--- config.mk ---
export PLATFORM = sky130hd
export DESIGN_NAME = ysyx_22040088_pc_sequencer
export DESIGN_NICKNAME = d
export VERILOG_FILES = /design/src/rtl/ysyx_22040088_pc_sequencer_pkg.sv /design/src/rtl/ysyx_22040088_brsel_decode.sv /design/src/rtl/ysyx_22040088_pc_sequencer.sv
export SDC_FILE = /design/constraint.sdc
export NUM_CORES = 1
export LEC_CHECK = 0
export BUFFER_PORTS_ARGS = -buffer_cell sky130_fd_sc_hd__buf_2
export CAP_MARGIN = 20
export CORE_AREA = 2 2 136 138
export CTS_CLUSTER_SIZE = 8
export DETAILED_ROUTE_END_ITERATION = 6
export DIE_AREA = 0 0 138 140
export PLACE_DENSITY = 0.77
export SYNTH_ARGS = -nofsm -noshare
export SYNTH_HDL_FRONTEND = slang
export SYNTH_SLANG_ARGS = --single-unit
--- constraint.sdc ---
create_clock -name clk -period 5.6 [get_ports clk]
set_input_delay 0.28 -clock clk [delete_from_list [all_inputs] [get_ports clk]]
set_output_delay 0.28 -clock clk [all_outputs]
set_load 0.005 [all_outputs]
--- src/rtl/ysyx_22040088_pc_sequencer_pkg.sv ---
// Shared definitions for the NPC fetch/PC sequencer: FSM states, branch-type
// codes, error codes and the one-hot next-PC mux selects used by gennextpc.
package ysyx_22040088_defs;

    typedef enum logic [2:0] {
        ST_BOOT   = 3'd0,
        ST_FETCH  = 3'd1,
        ST_WAIT   = 3'd2,
        ST_ISSUE  = 3'd3,
        ST_EXEC   = 3'd4,
        ST_UPDATE = 3'd5,
        ST_HALT   = 3'd6
    } state_e;

    localparam logic [2:0] BR_SEQ  = 3'd0;
    localparam logic [2:0] BR_JAL  = 3'd1;
    localparam logic [2:0] BR_JALR = 3'd2;
    localparam logic [2:0] BR_BEQ  = 3'd3;
    localparam logic [2:0] BR_BNE  = 3'd4;
    localparam logic [2:0] BR_BLT  = 3'd5;
    localparam logic [2:0] BR_BGE  = 3'd6;
    localparam logic [2:0] BR_ILL  = 3'd7;

    localparam logic [1:0] ERR_NONE     = 2'd0;
    localparam logic [1:0] ERR_MISALIGN = 2'd1;
    localparam logic [1:0] ERR_TIMEOUT  = 2'd2;
    localparam logic [1:0] ERR_ILLEGAL  = 2'd3;

    // Bit positions match the BR_* codes so a taken branch selects bit[type].
    localparam logic [6:0] SEL_PCADD = 7'b0000001;
    localparam logic [6:0] SEL_JAL   = 7'b0000010;
    localparam logic [6:0] SEL_JALR  = 7'b0000100;
    localparam logic [6:0] SEL_BEQ   = 7'b0001000;
    localparam logic [6:0] SEL_BNE   = 7'b0010000;
    localparam logic [6:0] SEL_BLT   = 7'b0100000;
    localparam logic [6:0] SEL_BGE   = 7'b1000000;

endpackage

--- src/rtl/ysyx_22040088_brsel_decode.sv ---
// Maps the EXU branch type and condition result onto the one-hot next-PC
// select; unknown types fall back to pcadd and raise the illegal flag.
module ysyx_22040088_brsel_decode
    import ysyx_22040088_defs::*;
(
    input  logic [2:0] br_type,
    input  logic       br_taken,
    output logic [6:0] sel,
    output logic       illegal
);

    always_comb begin
        sel     = SEL_PCADD;
        illegal = 1'b0;
        case (br_type)
            BR_SEQ:  sel = SEL_PCADD;
            BR_JAL:  sel = SEL_JAL;
            BR_JALR: sel = SEL_JALR;
            BR_BEQ:  if (br_taken) sel = SEL_BEQ;
            BR_BNE:  if (br_taken) sel = SEL_BNE;
            BR_BLT:  if (br_taken) sel = SEL_BLT;
            BR_BGE:  if (br_taken) sel = SEL_BGE;
            BR_ILL:  illegal = 1'b1;
            default: illegal = 1'b1;
        endcase
    end

endmodule

--- src/rtl/ysyx_22040088_pc_sequencer.sv ---
// Multicycle fetch/PC controller: owns the architectural PC and walks each
// instruction through fetch, issue, execute-wait and PC update.
module ysyx_22040088_pc_sequencer
    import ysyx_22040088_defs::*;
#(
    parameter logic [63:0] RESET_PC      = 64'h8000_0000,
    parameter int          FETCH_TIMEOUT = 255
) (
    input  logic        clk,
    input  logic        rst_n,
    output logic        ifu_req_valid,
    input  logic        ifu_req_ready,
    output logic [63:0] ifu_req_addr,
    input  logic        ifu_rsp_valid,
    input  logic [31:0] ifu_rsp_inst,
    output logic        inst_valid,
    input  logic        inst_ready,
    output logic [31:0] inst,
    output logic [63:0] pc,
    input  logic        ex_done,
    input  logic [2:0]  ex_br_type,
    input  logic        ex_br_taken,
    input  logic        ex_halt,
    output logic [6:0]  sel_nextpc,
    input  logic [63:0] nextpc,
    output logic [63:0] retire_cnt,
    output logic        halted,
    output logic [1:0]  err_code,
    output logic [2:0]  state_dbg
);

    // Handshakes: a transfer happens on a rising edge where valid and ready
    // are both high; valid, address and data stay stable until then.

    localparam logic [7:0] TIMEOUT_LAST = 8'(FETCH_TIMEOUT - 1);

    state_e      state_q, state_d;
    logic [63:0] pc_q;
    logic [31:0] inst_q;
    logic [63:0] retire_q;
    logic [1:0]  err_q;
    logic [6:0]  sel_q;
    logic        ill_q;
    logic [7:0]  cnt_q;

    logic [6:0]  dec_sel;
    logic        dec_ill;
    logic        timeout_hit;
    logic        misaligned;

    ysyx_22040088_brsel_decode u_brsel (
        .br_type  (ex_br_type),
        .br_taken (ex_br_taken),
        .sel      (dec_sel),
        .illegal  (dec_ill)
    );

    // cnt_q holds the number of WAIT cycles already spent, so the last
    // allowed WAIT cycle is the one where it reads FETCH_TIMEOUT-1.
    assign timeout_hit = (cnt_q == TIMEOUT_LAST);
    assign misaligned  = (nextpc[1:0] != 2'b00);

    always_comb begin
        state_d = state_q;
        case (state_q)
            ST_BOOT:   state_d = ST_FETCH;
            ST_FETCH:  if (ifu_req_ready) state_d = ST_WAIT;
            ST_WAIT: begin
                if (ifu_rsp_valid)    state_d = ST_ISSUE;
                else if (timeout_hit) state_d = ST_HALT;
            end
            ST_ISSUE:  if (inst_ready) state_d = ST_EXEC;
            ST_EXEC:   if (ex_done) state_d = ex_halt ? ST_HALT : ST_UPDATE;
            ST_UPDATE: state_d = (misaligned || ill_q) ? ST_HALT : ST_FETCH;
            ST_HALT:   state_d = ST_HALT;
            default:   state_d = ST_HALT;
        endcase
    end

    always_ff @(posedge clk or negedge rst_n) begin
        if (!rst_n) begin
            state_q  <= ST_BOOT;
            pc_q     <= RESET_PC;
            inst_q   <= '0;
            retire_q <= '0;
            err_q    <= ERR_NONE;
            sel_q    <= SEL_PCADD;
            ill_q    <= 1'b0;
            cnt_q    <= '0;
        end else begin
            state_q <= state_d;
            case (state_q)
                ST_FETCH: if (ifu_req_ready) cnt_q <= '0;
                ST_WAIT: begin
                    cnt_q <= cnt_q + 8'd1;
                    if (ifu_rsp_valid)
                        inst_q <= ifu_rsp_inst;
                    else if (timeout_hit && err_q == ERR_NONE)
                        err_q <= ERR_TIMEOUT;
                end
                ST_EXEC: begin
                    if (ex_done) begin
                        sel_q <= dec_sel;
                        ill_q <= dec_ill;
                        if (ex_halt) retire_q <= retire_q + 64'd1;
                    end
                end
                ST_UPDATE: begin
                    retire_q <= retire_q + 64'd1;
                    if (misaligned) begin
                        if (err_q == ERR_NONE) err_q <= ERR_MISALIGN;
                    end else begin
                        pc_q <= nextpc;
                        if (ill_q && err_q == ERR_NONE) err_q <= ERR_ILLEGAL;
                    end
                end
                default: ;
            endcase
        end
    end

    assign ifu_req_valid = (state_q == ST_FETCH);
    assign ifu_req_addr  = pc_q;
    assign inst_valid    = (state_q == ST_ISSUE);
    assign inst          = inst_q;
    assign pc            = pc_q;
    assign sel_nextpc    = sel_q;
    assign retire_cnt    = retire_q;
    assign halted        = (state_q == ST_HALT);
    assign err_code      = err_q;
    assign state_dbg     = state_q;

endmodule

==> results of run 1 <==
[where the power goes]
part	internal, mW	switching (mW)
sequential	1.53	0.155
combinational	0.348	0.259
clock	0.648	0.549
total	2.53	0.963
[registers in the layout (all words and copies together), names as in the netlist]
signal,flops
sel_nextpc,7
ill_q,1
err_code,2
state_dbg,3
cnt_q,8
ifu_req_addr,64
retire_cnt,64
inst,32
[worst max-delay path: stages, from the launching register on]
cell and delay, ns:
dfrtp_1 0.57, a21oi_1 0.18, nor4_1 0.95, nand3_1 0.43
nor3_1 0.31, xor2_1 0.17
[layer usage]
metal	vias up	track usage	wire, µm
met4	0	0.0650	427
met5	-	0	0
met3	30	0.0564	1210
met2	242	0.336	9880
li1	2885	-	-
met1	3062	0.268	8560
[cell families after synthesis]
group                    count (synthesis)
AND/OR/NAND/NOR                        192
flip-flops                             181
buffers and inverters                   96
multiplexers                            96
XOR/XNOR                                63
AO/OA/AOI/OAI                           46
adder cells (fa/ha/maj)                  3
[timing repair]
| action | CTS | global route |
|---|---|---|
| setup buffers | 0 | 0 |
| hold buffers | 1 | 0 |
| setup endpoints to repair | 0 | 0 |
| hold endpoints to repair | 62 | 0 |
[cell type report]
type                       count  area, µm²  share of cell area
sequential                   181       4530               0.444
tap                          229        287              0.0280
inverter                      17       63.8             0.00625
clock buffer                  18        439              0.0430
multi-input combinational    400       2970               0.291
timing repair buffer         350       1770               0.174
clock inverter                14        153              0.0149
[cells in the final DEF, fill, tap and decap left out, types with 2 or more instances in the layout]
cell type / n
buf_2: 344
dfrtp_1: 179
mux2_2: 95
nand2_1: 37
xor2_1: 37
nand3_1: 29
nor2_1: 28
xnor2_1: 26
nor3_1: 23
nand4_1: 21
inv_1: 17
clkbuf_16: 17
o21ai_0: 14
a21oi_1: 13
and3_1: 11
nor4_1: 11
nand2b_1: 7
and4_1: 5
a31oi_1: 5
o31ai_1: 5
inv_6: 5
inv_8: 5
or3_1: 4
buf_4: 4
and2_1: 3
o41ai_1: 3
ha_1: 3
or4_4: 2
nor2b_1: 2
a21o_1: 2
clkinv_4: 2
dfstp_2: 2
[through the flow]
stage / power [mW] / utilization
after CTS: 3.54 / 0.575
final: 3.49 / 0.575
after detailed placement: 2.33 / 0.541
after global routing: 3.68 / 0.575
after global placement: 2.30 / 0.541
after floorplan: 2.01 / -
[final timing paths]
path | endpoint | slack [ns] | depth (start not counted)
max | retire_cnt[53]$_DFFE_PN0P_ | 2.92 | 5
min | state_dbg[1]$_DFFE_PN0P_ | 0.06 | 2
max reg2reg | retire_cnt[53]$_DFFE_PN0P_ | 2.92 | 5
min reg2reg | sel_nextpc[0]$_DFFE_PN1P_ | 0.48 | 2
max in group asynchronous | ifu_req_addr[11]$_DFFE_PN0P_ | 4.01 | 3
min in group asynchronous | retire_cnt[17]$_DFFE_PN0P_ | 0.42 | 2
==> impl_metrics.json, run 1 <==
{
  "run_status": "finished clean",
  "startpoint_type": "flop",
  "crit_required_ns": 5.94,
  "placed_area_mm2": 0.00961,
  "ant_nets": 0,
  "synth_cell_types": 42,
  "syn_area_mm2": 0.00810,
  "fin_area_mm2": 0.0102,
  "async_flop_share": 1.00,
  "vdd_drop_max_mv": 0.211,
  "dr.pass1.iters": 5,
  "setup_viol": 0,
  "setup.worst_path.end_class": "flop",
  "timing.max_slew.rel_slack": 0.276,
  "ys_warn_count": 0,
  "rows": 49,
  "cts_tree": "done",
  "synthMuxAreaShare": 0.133,
  "ys_seq_area_frac": 0.559,
  "timing.final.crit_period_ns": 2.68,
  "clkTransAtPathRegs_ns": 0.07,
  "synth-edff-count": 0,
  "tightestPinTransition_ns": 1.08,
  "die_width_um": 138,
  "hold_viol": 0,
  "ys.flop_type": "dfrtp_1",
  "post_synth.cell_area_avg_um2": 12.0,
  "fin_ws_ns": 2.92,
  "synthCells": 677,
  "min_from": "inst_ready",
  "worstSetupStartpoint": "state_dbg[0]$_DFFE_PN0P_",
  "period_share": 0.479,
  "start_util": 0.456,
  "hp-class": "input pin to flop",
  "cts_resized": 0,
  "critPathKind": "flop to flop",
  "finalSetupTns_ns": 0,
  "skew_ns": 0.0104,
  "drc": 0,
  "avgRoutedWirePerCell_um": 16.6,
  "crit_fanout": 13,
  "die_h_um": 140,
  "core_region_area_mm2": 0.0178,
  "grt_pass1_vias": 6137,
  "port_buffers": 345,
  "timing.rr.start": "state_dbg[0]$_DFFE_PN0P_",
  "layout.nets": 1077,
  "gr-usage-all-layers": 0.205,
  "antenna_found_initial": 0,
  "fin_cells": 1209,
  "cts_buffer_depth": 2,
  "cts_made_buffers": 17,
  "grt_pass1_wl_mm": 32.1,
  "place.gp.congestion": 0.859,
  "post-dp-hpwl_mm": 15.1,
  "cts_sinks": 181,
  "routed_wl_mm": 20.1,
  "synth-xor-area-share": 0.0681,
  "via_per_inst": 5.14,
  "n_antenna_cell": 0,
  "yosysTopAreaCell": "dfrtp_1",
  "p_leak_nw": 5.69,
  "p_per_area_mw_per_mm2": 342,
  "grt_remaining_overflow": 0,
  "h-tree-depth": 4,
  "drive_above_1_share": 0.494,
  "nFillCells": 1492,
  "syn_nets": 787,
  "yosys.area.top_type_share": 0.553,
  "synth_adder_area_share": 0.00463,
  "ys_seq_elements": 181,
  "yosys.area_share.simple": 0.126,
  "post-place-ws_ns": 3.02,
  "grt_max_degree": 66,
  "synth_most_common_cell": "dfrtp_1",
  "drv_slew": 0,
  "synth_top_family_by_area": "multiplexers",
  "syn2layout_area_growth_pct": 26.1,
  "max_freq_mhz": 373,
  "placed_cells": 1176,
  "root_buffer": "clkbuf_16",
  "vias": 6219,
  "drt-initial-drc-count": 229,
  "whs_ns": 0.0570,
  "synth_compound_area_frac": 0.0341,
  "io_pins": 346,
  "dieArea_mm2": 0.0193,
  "drv_cap": 0,
  "clock_latency_ns": 0.42,
  "cp.arrival_ns": 3.03,
  "synthTopCellsByCount": "179 x dfrtp_1, 95 x mux2_2, 64 x buf_4, 37 x nand2_1, 37 x xor2_1",
  "ys_top_cells_by_area": "dfrtp_1 55%, mux2_2 13%, buf_4 5.9%, xor2_1 4.0%, xnor2_1 2.8%",
  "rsz0062_at_grt": "false"
}
Note: power is estimated with default switching activity, not from simulation.
==> run 2: changes to the inputs <==
--- a/config.mk
+++ b/config.mk
@@ -5,12 +5,13 @@
 export SDC_FILE = /design/constraint.sdc
 export NUM_CORES = 1
 export LEC_CHECK = 0
+export ABC_AREA = 1
 export BUFFER_PORTS_ARGS = -buffer_cell sky130_fd_sc_hd__buf_2
 export CAP_MARGIN = 20
-export CORE_AREA = 2 2 136 138
+export CORE_MARGIN = 2
+export CORE_UTILIZATION = 45
 export CTS_CLUSTER_SIZE = 8
 export DETAILED_ROUTE_END_ITERATION = 6
-export DIE_AREA = 0 0 138 140
 export PLACE_DENSITY = 0.77
 export SYNTH_ARGS = -nofsm -noshare
 export SYNTH_HDL_FRONTEND = slang
==> constraint.sdc (replaced) <==
create_clock -name clk -period 2.38 [get_ports clk]
set_input_delay 0.119 -clock clk [delete_from_list [all_inputs] [get_ports clk]]
set_output_delay 0.119 -clock clk [all_outputs]
set_load 0.005 [all_outputs]
==> run 2 against run 1 <==
Net effect:
- global-route usage is 6.2 points higher
- non-clock buffer count is 104 higher
- clock power is 130% higher
- clock-buffer cell count is 1 higher
- register-to-register slack got worse by 2.6 ns
- synthesized area rose by 11%
- maximum frequency increased by 28%
- highest routed layer unchanged
==> impl_metrics.json, run 2 <==
{
  "run_status": "finished clean",
  "drive_above_1_share": 0.266,
  "post-dp-hpwl_mm": 20.0,
  "cts_sinks": 181,
  "switchingPower_mw": 3.91,
  "synth-xor-area-share": 0.0360,
  "cts_made_buffers": 17,
  "switching_share": 0.358,
  "layout.nets": 1641,
  "rr_worst_depth": 10,
  "worstSetupStartpoint": "retire_cnt[0]$_DFFE_PN0P_",
  "pwr-share-seq": 0.429,
  "port_buffers": 345,
  "power.share.clock": 0.248,
  "ant_nets": 0,
  "n_antenna_cell": 0,
  "cp.arrival_ns": 2.42,
  "vdd_drop_max_mv": 0.510,
  "hp-class": "input pin to flop",
  "yosys.area_share.simple": 0.329,
  "crit_required_ns": 2.70,
  "synth_cell_types": 37,
  "root_buffer": "clkbuf_16",
  "post_synth.cell_area_avg_um2": 7.86,
  "p_comb_frac": 0.322,
  "rows": 51,
  "cts_tree": "done",
  "p_per_area_mw_per_mm2": 900,
  "path_buf_inv": 1,
  "timing.max_slew.rel_slack": 0.302,
  "vias": 9056,
  "min_delay_worst_endpoint": "state_dbg[1]$_DFFE_PN0P_",
  "grt_pass1_vias": 8942,
  "dieArea_mm2": 0.0212,
  "drc": 0,
  "max_freq_mhz": 475,
  "drv_cap": 0,
  "tightestPinTransition_ns": 1.05,
  "final_cell_mix": "489 x nand2_1, 344 x buf_2, 179 x dfrtp_1",
  "hold_viol": 0,
  "crit_fanout": 5,
  "synthMuxAreaShare": 0.00222,
  "cpMostUsedCell": "nand2_1",
  "ys_seq_elements": 181,
  "synthTopCellsByCount": "489 x nand2_1, 179 x dfrtp_1, 109 x nor2_1, 81 x inv_1, 65 x buf_4",
  "clkTransAtPathRegs_ns": 0.07,
  "setup.worst_path.end_class": "flop",
  "grt_pass1_wl_mm": 45.9,
  "cts_resized": 0,
  "cts_setup_buffers": 0,
  "min_from": "inst_ready",
  "drt-initial-drc-count": 605,
  "avgRoutedWirePerCell_um": 15.6,
  "finalSetupTns_ns": 0,
  "async_flop_share": 1.00,
  "p_leak_nw": 6.44,
  "cts_buffer_depth": 2,
  "cp_top_family": "simple AND/OR/NAND/NOR gates",
  "synth_adder_area_share": 0.00417,
  "die_width_um": 145,
  "routed_wl_mm": 28.3,
  "min_path_cells": 4,
  "startpoint_type": "flop",
  "regToRegEndpoint": "retire_cnt[56]$_DFFE_PN0P_",
  "drv_slew": 0,
  "rsz0062_at_grt": "false",
  "timing.rr.start": "retire_cnt[0]$_DFFE_PN0P_",
  "grt_max_degree": 65,
  "synth-edff-count": 0,
  "setup_viol": 0,
  "die_h_um": 145,
  "yosysTopAreaCell": "dfrtp_1",
  "cpPeakStageDelay_ns": 0.42,
  "final_common_cell": "nand2_1",
  "h-tree-depth": 4,
  "clock_latency_ns": 0.43,
  "synthCells": 1146,
  "place.gp.congestion": 0.908,
  "syn2layout_area_growth_pct": 34.7,
  "start_util": 0.461,
  "skew_ns": 0.00685,
  "gr-usage-all-layers": 0.267,
  "io_pins": 346,
  "critPathKind": "flop to flop",
  "grt-busiest-layer": "met2",
  "syn_area_mm2": 0.00900,
  "syn_nets": 1256,
  "synth_top_family_by_area": "simple AND/OR/NAND/NOR gates",
  "antenna_found_initial": 0,
  "cp_slowest_cell": "dfrtp_1",
  "synth_compound_area_frac": 0.0229,
  "ys_seq_area_frac": 0.503,
  "synth_most_common_cell": "nand2_1",
  "grt_remaining_overflow": 0,
  "period_share": 0.884,
  "fin_ws_ns": 0.277,
  "grt_use_met2": 0.443,
  "met1_usage": 0.336,
  "ys_warn_count": 0,
  "intPower_mw": 7.00,
  "dr.pass1.iters": 5,
  "global_route.usage.met3": 0.0545,
  "core_region_area_mm2": 0.0195,
  "via_per_inst": 5.01,
  "ff2ff_setup_slack_ns": 0.28,
  "ys_top_cells_by_area": "dfrtp_1 50%, nand2_1 20%, buf_4 5.4%, nor2_1 4.5%, inv_1 3.4%",
  "timing.final.crit_period_ns": 2.10,
  "worstPathCellList": "ha_1, inv_1, nor2_1, nand2_1, nor2_1, nand2_1, nor3_1, nand2_1, nand2_1, nand2_1",
  "post-place-ws_ns": 0.328,
  "ys.flop_type": "dfrtp_1",
  "yosys.area.top_type_share": 0.497
}
## run 2: cell types whose count changed after synthesis, sizes merged, moves of 6 or more
cell and delta:
a21oi -6, nor2 +92, nand2 +455, xor2 -21, and3 -11, nand4 +11
nand3b +7, mux2 -95, inv +70, nand2b -7, buf +13, nor4 -12
## run 2: metal layers
metal	vias to the layer above	wire (µm)
li1	4270	-
met1	4258	11400
met2	447	13600
met3	81	2120
met4	0	1210
met5	-	0
## run 2: worst max-delay path by stage
stage | end | slack, ns | cells past startpoint
after floorplan | retire_cnt[42]$_DFFE_PN0P_ | 0.72 | 10
after global placement | retire_cnt[56]$_DFFE_PN0P_ | 0.42 | 10
after detailed placement | retire_cnt[14]$_DFFE_PN0P_ | 0.33 | 9
after CTS | retire_cnt[14]$_DFFE_PN0P_ | 0.32 | 9
after global routing | retire_cnt[34]$_DFFE_PN0P_ | 0.1 | 10
final | retire_cnt[56]$_DFFE_PN0P_ | 0.28 | 10
## run 2: final cells by class
class	instances	area [µm²]
Sequential cell	181	4530
Fill cell	1649	7390
Tap cell	265	332
Timing Repair Buffer	454	2830
Multi-Input combinational cell	790	3560
Clock inverter	13	124
Inverter	87	327
Clock buffer	19	433
## run 2: power by group through the flow
stage / combinational (mW) / sequential [mW] / clock, mW
6_report: 3.52 / 4.69 / 2.71
3_3_place_gp: 3.26 / 4.66 / 0
2_1_floorplan: 2.02 / 4.70 / 0
4_1_cts: 3.49 / 4.66 / 2.76
5_1_grt: 3.89 / 4.80 / 2.88
3_5_place_dp: 3.35 / 4.70 / 0
## run 2: worst min-delay path: stages
cell and delay, ns:
buf_2 0.08, inv_1 0.03, nand2_1 0.10, a31oi_1 0.09
## run 2: stage by stage
step                      utilization  hold WS (ns)  cells  cell area [µm²]  total power [mW]
after floorplan                     -        -0.177   1146             9000              6.71
after global placement          0.541        0.0797   1676            10600              7.93
after detailed placement        0.541        0.0799   1676            10600              8.05
after CTS                       0.621        0.0206   1809            12100              10.9
after global routing            0.621        0.0678   1809            12100              11.6
final                           0.621        0.0430   1809            12100              10.9
## run 2: kinds of logic (layout without fill, tap and decap cells)
| logic type | count (synthesis) | count (layout) |
|---|---|---|
| AND/OR/NAND/NOR | 714 | 714 |
| flip-flops | 181 | 181 |
| buffers and inverters | 175 | 573 |
| XOR/XNOR | 37 | 37 |
| AO/OA/AOI/OAI | 34 | 34 |
| adder cells (fa/ha/maj) | 3 | 3 |
| multiplexers | 2 | 2 |
## run 2: repair_timing
item	in CTS	in global routing
hold endpoints to repair	142	0
hold buffers	101	0
endpoints found under the setup margin	0	0
==> run 3: changes to the inputs <==
--- a/config.mk
+++ b/config.mk
@@ -9,10 +9,10 @@
 export BUFFER_PORTS_ARGS = -buffer_cell sky130_fd_sc_hd__buf_2
 export CAP_MARGIN = 20
 export CORE_MARGIN = 2
-export CORE_UTILIZATION = 45
+export CORE_UTILIZATION = 50
 export CTS_CLUSTER_SIZE = 8
 export DETAILED_ROUTE_END_ITERATION = 6
-export PLACE_DENSITY = 0.77
+export PLACE_DENSITY = 0.81
 export SYNTH_ARGS = -nofsm -noshare
 export SYNTH_HDL_FRONTEND = slang
 export SYNTH_SLANG_ARGS = --single-unit
==> constraint.sdc (replaced) <==
create_clock -name clk -period 2.1 [get_ports clk]
set_input_delay 0.105 -clock clk [delete_from_list [all_inputs] [get_ports clk]]
set_output_delay 0.105 -clock clk [all_outputs]
set_load 0.005 [all_outputs]
==> run 3 against run 2 <==
Net effect:
- clock skew is 0.0057 ns higher
- power rose by 15%
- critical endpoint is now retire_cnt[35]$_DFFE_PN0P_
- die area is 9.7% lower
- worst setup slack worse by 0.12 ns
- largest cell class unchanged
- largest power group unchanged
- utilization increased by 6.3 points
- maximum frequency grew 8.0%
- wire length increased by 3.0%
- hold slack got worse by 0.022 ns
==> impl_metrics.json, run 3 (synthesized netlist as in run 2, its figures left out) <==
{
  "critPathKind": "flop to flop",
  "die_h_um": 138,
  "place.gp.congestion": 0.982,
  "n_antenna_cell": 0,
  "timing.final.crit_period_ns": 1.95,
  "grt_max_degree": 66,
  "die_width_um": 138,
  "antenna_found_initial": 0,
  "grt_remaining_overflow": 0,
  "tightestPinTransition_ns": 0.487,
  "placed_area_mm2": 0.0106,
  "hold_viol": 0,
  "whs_ns": 0.0206,
  "switchingPower_mw": 4.63,
  "run_status": "finished clean",
  "port_buffers": 345,
  "gr-usage-all-layers": 0.303,
  "rr_worst_depth": 8,
  "setup_viol": 0,
  "max_freq_mhz": 513,
  "layout.nets": 1650,
  "grt_pass1_wl_mm": 46.5,
  "start_util": 0.505,
  "rsz0062_at_grt": "true",
  "post-dp-hpwl_mm": 20.0,
  "hp-class": "input pin to flop",
  "cpPeakStageDelay_ns": 0.42,
  "crit_fanout": 15,
  "startpoint_type": "flop",
  "post-route-util": 0.684,
  "cp_slowest_cell": "dfrtp_1",
  "cp.arrival_ns": 2.25,
  "cts_made_buffers": 17,
  "grt_pass1_vias": 9008,
  "cpMostUsedCell": "nand2_1",
  "min_path_cells": 4,
  "clock_latency_ns": 0.43,
  "drc": 0,
  "ant_nets": 0,
  "switching_share": 0.368,
  "via_per_inst": 5.13,
  "dr.pass1.iters": 5,
  "io_pins": 346,
  "post-place-ws_ns": 0.210,
  "crit_required_ns": 2.40,
  "rows": 49,
  "cts_tree": "done",
  "avgRoutedWirePerCell_um": 16.4,
  "core_region_area_mm2": 0.0178,
  "syn2layout_area_growth_pct": 35.5,
  "clkTransAtPathRegs_ns": 0.07,
  "fin_area_mm2": 0.0122,
  "routed_wl_mm": 29.2,
  "timing.max_slew.rel_slack": 0.675,
  "drv_slew": 0,
  "setup.worst_path.end_class": "flop",
  "h-tree-depth": 4,
  "final_cell_mix": "489 x nand2_1, 344 x buf_2, 179 x dfrtp_1",
  "dieArea_mm2": 0.0191,
  "drt-initial-drc-count": 742,
  "final_common_cell": "nand2_1",
  "root_buffer": "clkbuf_16",
  "period_share": 0.927,
  "vdd_drop_max_mv": 0.652,
  "skew_ns": 0.0126,
  "power.share.clock": 0.247,
  "worstPathCellList": "nand2_1, nor2_1, nand2_1, nor2_1, nand2_1, nor2_4, nand2_1, xor2_1",
  "p_comb_frac": 0.328,
  "ff2ff_setup_slack_ns": 0.15,
  "intPower_mw": 7.94,
  "fin_ws_ns": 0.152,
  "cts_sinks": 181,
  "vias": 9140,
  "drv_cap": 0,
  "cts_buffer_depth": 2,
  "pwr-share-seq": 0.424,
  "p_per_area_mw_per_mm2": 1030,
  "drive_above_1_share": 0.272,
  "p_leak_nw": 6.53,
  "finalSetupTns_ns": 0
}
## run 3: cell count changes in the layout (fill, tap and decap cells not counted), moves of 2 or more
cell        change
clkinv_8        +2
buf_4           +7
clkinvlp_4      -2
clkbuf_1        -2
inv_8           +2
inv_6           +2
clkinv_4        -2
## run 3: power groups by stage
| stage | Combinational (mW) | Clock (mW) | Sequential (mW) |
|---|---|---|---|
| after detailed placement | 3.89 | 0 | 5.32 |
| after global routing | 4.56 | 3.30 | 5.46 |
| after floorplan | 2.29 | 0 | 5.32 |
| after CTS | 4.05 | 3.17 | 5.28 |
| after global placement | 3.78 | 0 | 5.30 |
| final | 4.13 | 3.11 | 5.33 |
## run 3: repair_timing
action	CTS	global route
buffers inserted	0	0
setup endpoints to repair	0	4
gates resized for setup	0	3
hold buffers	102	0
endpoints found under the hold margin	178	0
## run 3: area by class of cell
type / count / area, µm²
Sequential cell: 181 / 4530
Fill cell: 1335 / 5640
Inverter: 87 / 327
Timing Repair Buffer: 463 / 2910
Clock inverter: 14 / 134
Clock buffer: 18 / 439
Multi-Input combinational cell: 790 / 3570
Tap cell: 229 / 287
## run 3: worst max-delay path, delay by kind of cell, from the launching register on
family / cells / cell delay (ns)
AND/OR/NAND/NOR: 7 / 1.24
flip-flops: 1 / 0.42
XOR/XNOR: 1 / 0.16
## run 3: metrics by stage
stage / cells / total power, mW
floorplan: 1146 / 7.61
global placement: 1648 / 9.08
detailed placement: 1648 / 9.20
CTS: 1782 / 12.5
global route: 1782 / 13.3
finish: 1782 / 12.6
## run 3: path summary, 6_finish.rpt
| path | start | endpoint |
|---|---|---|
| min in group asynchronous | rst_n | ifu_req_addr[52]$_DFFE_PN0P_ |
| max | retire_cnt[5]$_DFFE_PN0P_ | retire_cnt[35]$_DFFE_PN0P_ |
| max reg2reg | retire_cnt[5]$_DFFE_PN0P_ | retire_cnt[35]$_DFFE_PN0P_ |
| min | ifu_rsp_valid | state_dbg[1]$_DFFE_PN0P_ |
| min reg2reg | sel_nextpc[0]$_DFFE_PN1P_ | sel_nextpc[0]$_DFFE_PN1P_ |
| max in group asynchronous | rst_n | sel_nextpc[0]$_DFFE_PN1P_ |
## run 3: per-layer routing
layer | up-vias | GRT usage | routed length [µm]
li1 | 4285 | - | -
met1 | 4336 | 0.368 | 11400
met2 | 442 | 0.513 | 14400
met4 | 0 | 0.157 | 1390
met5 | - | 0 | 0
met3 | 77 | 0.0617 | 2050
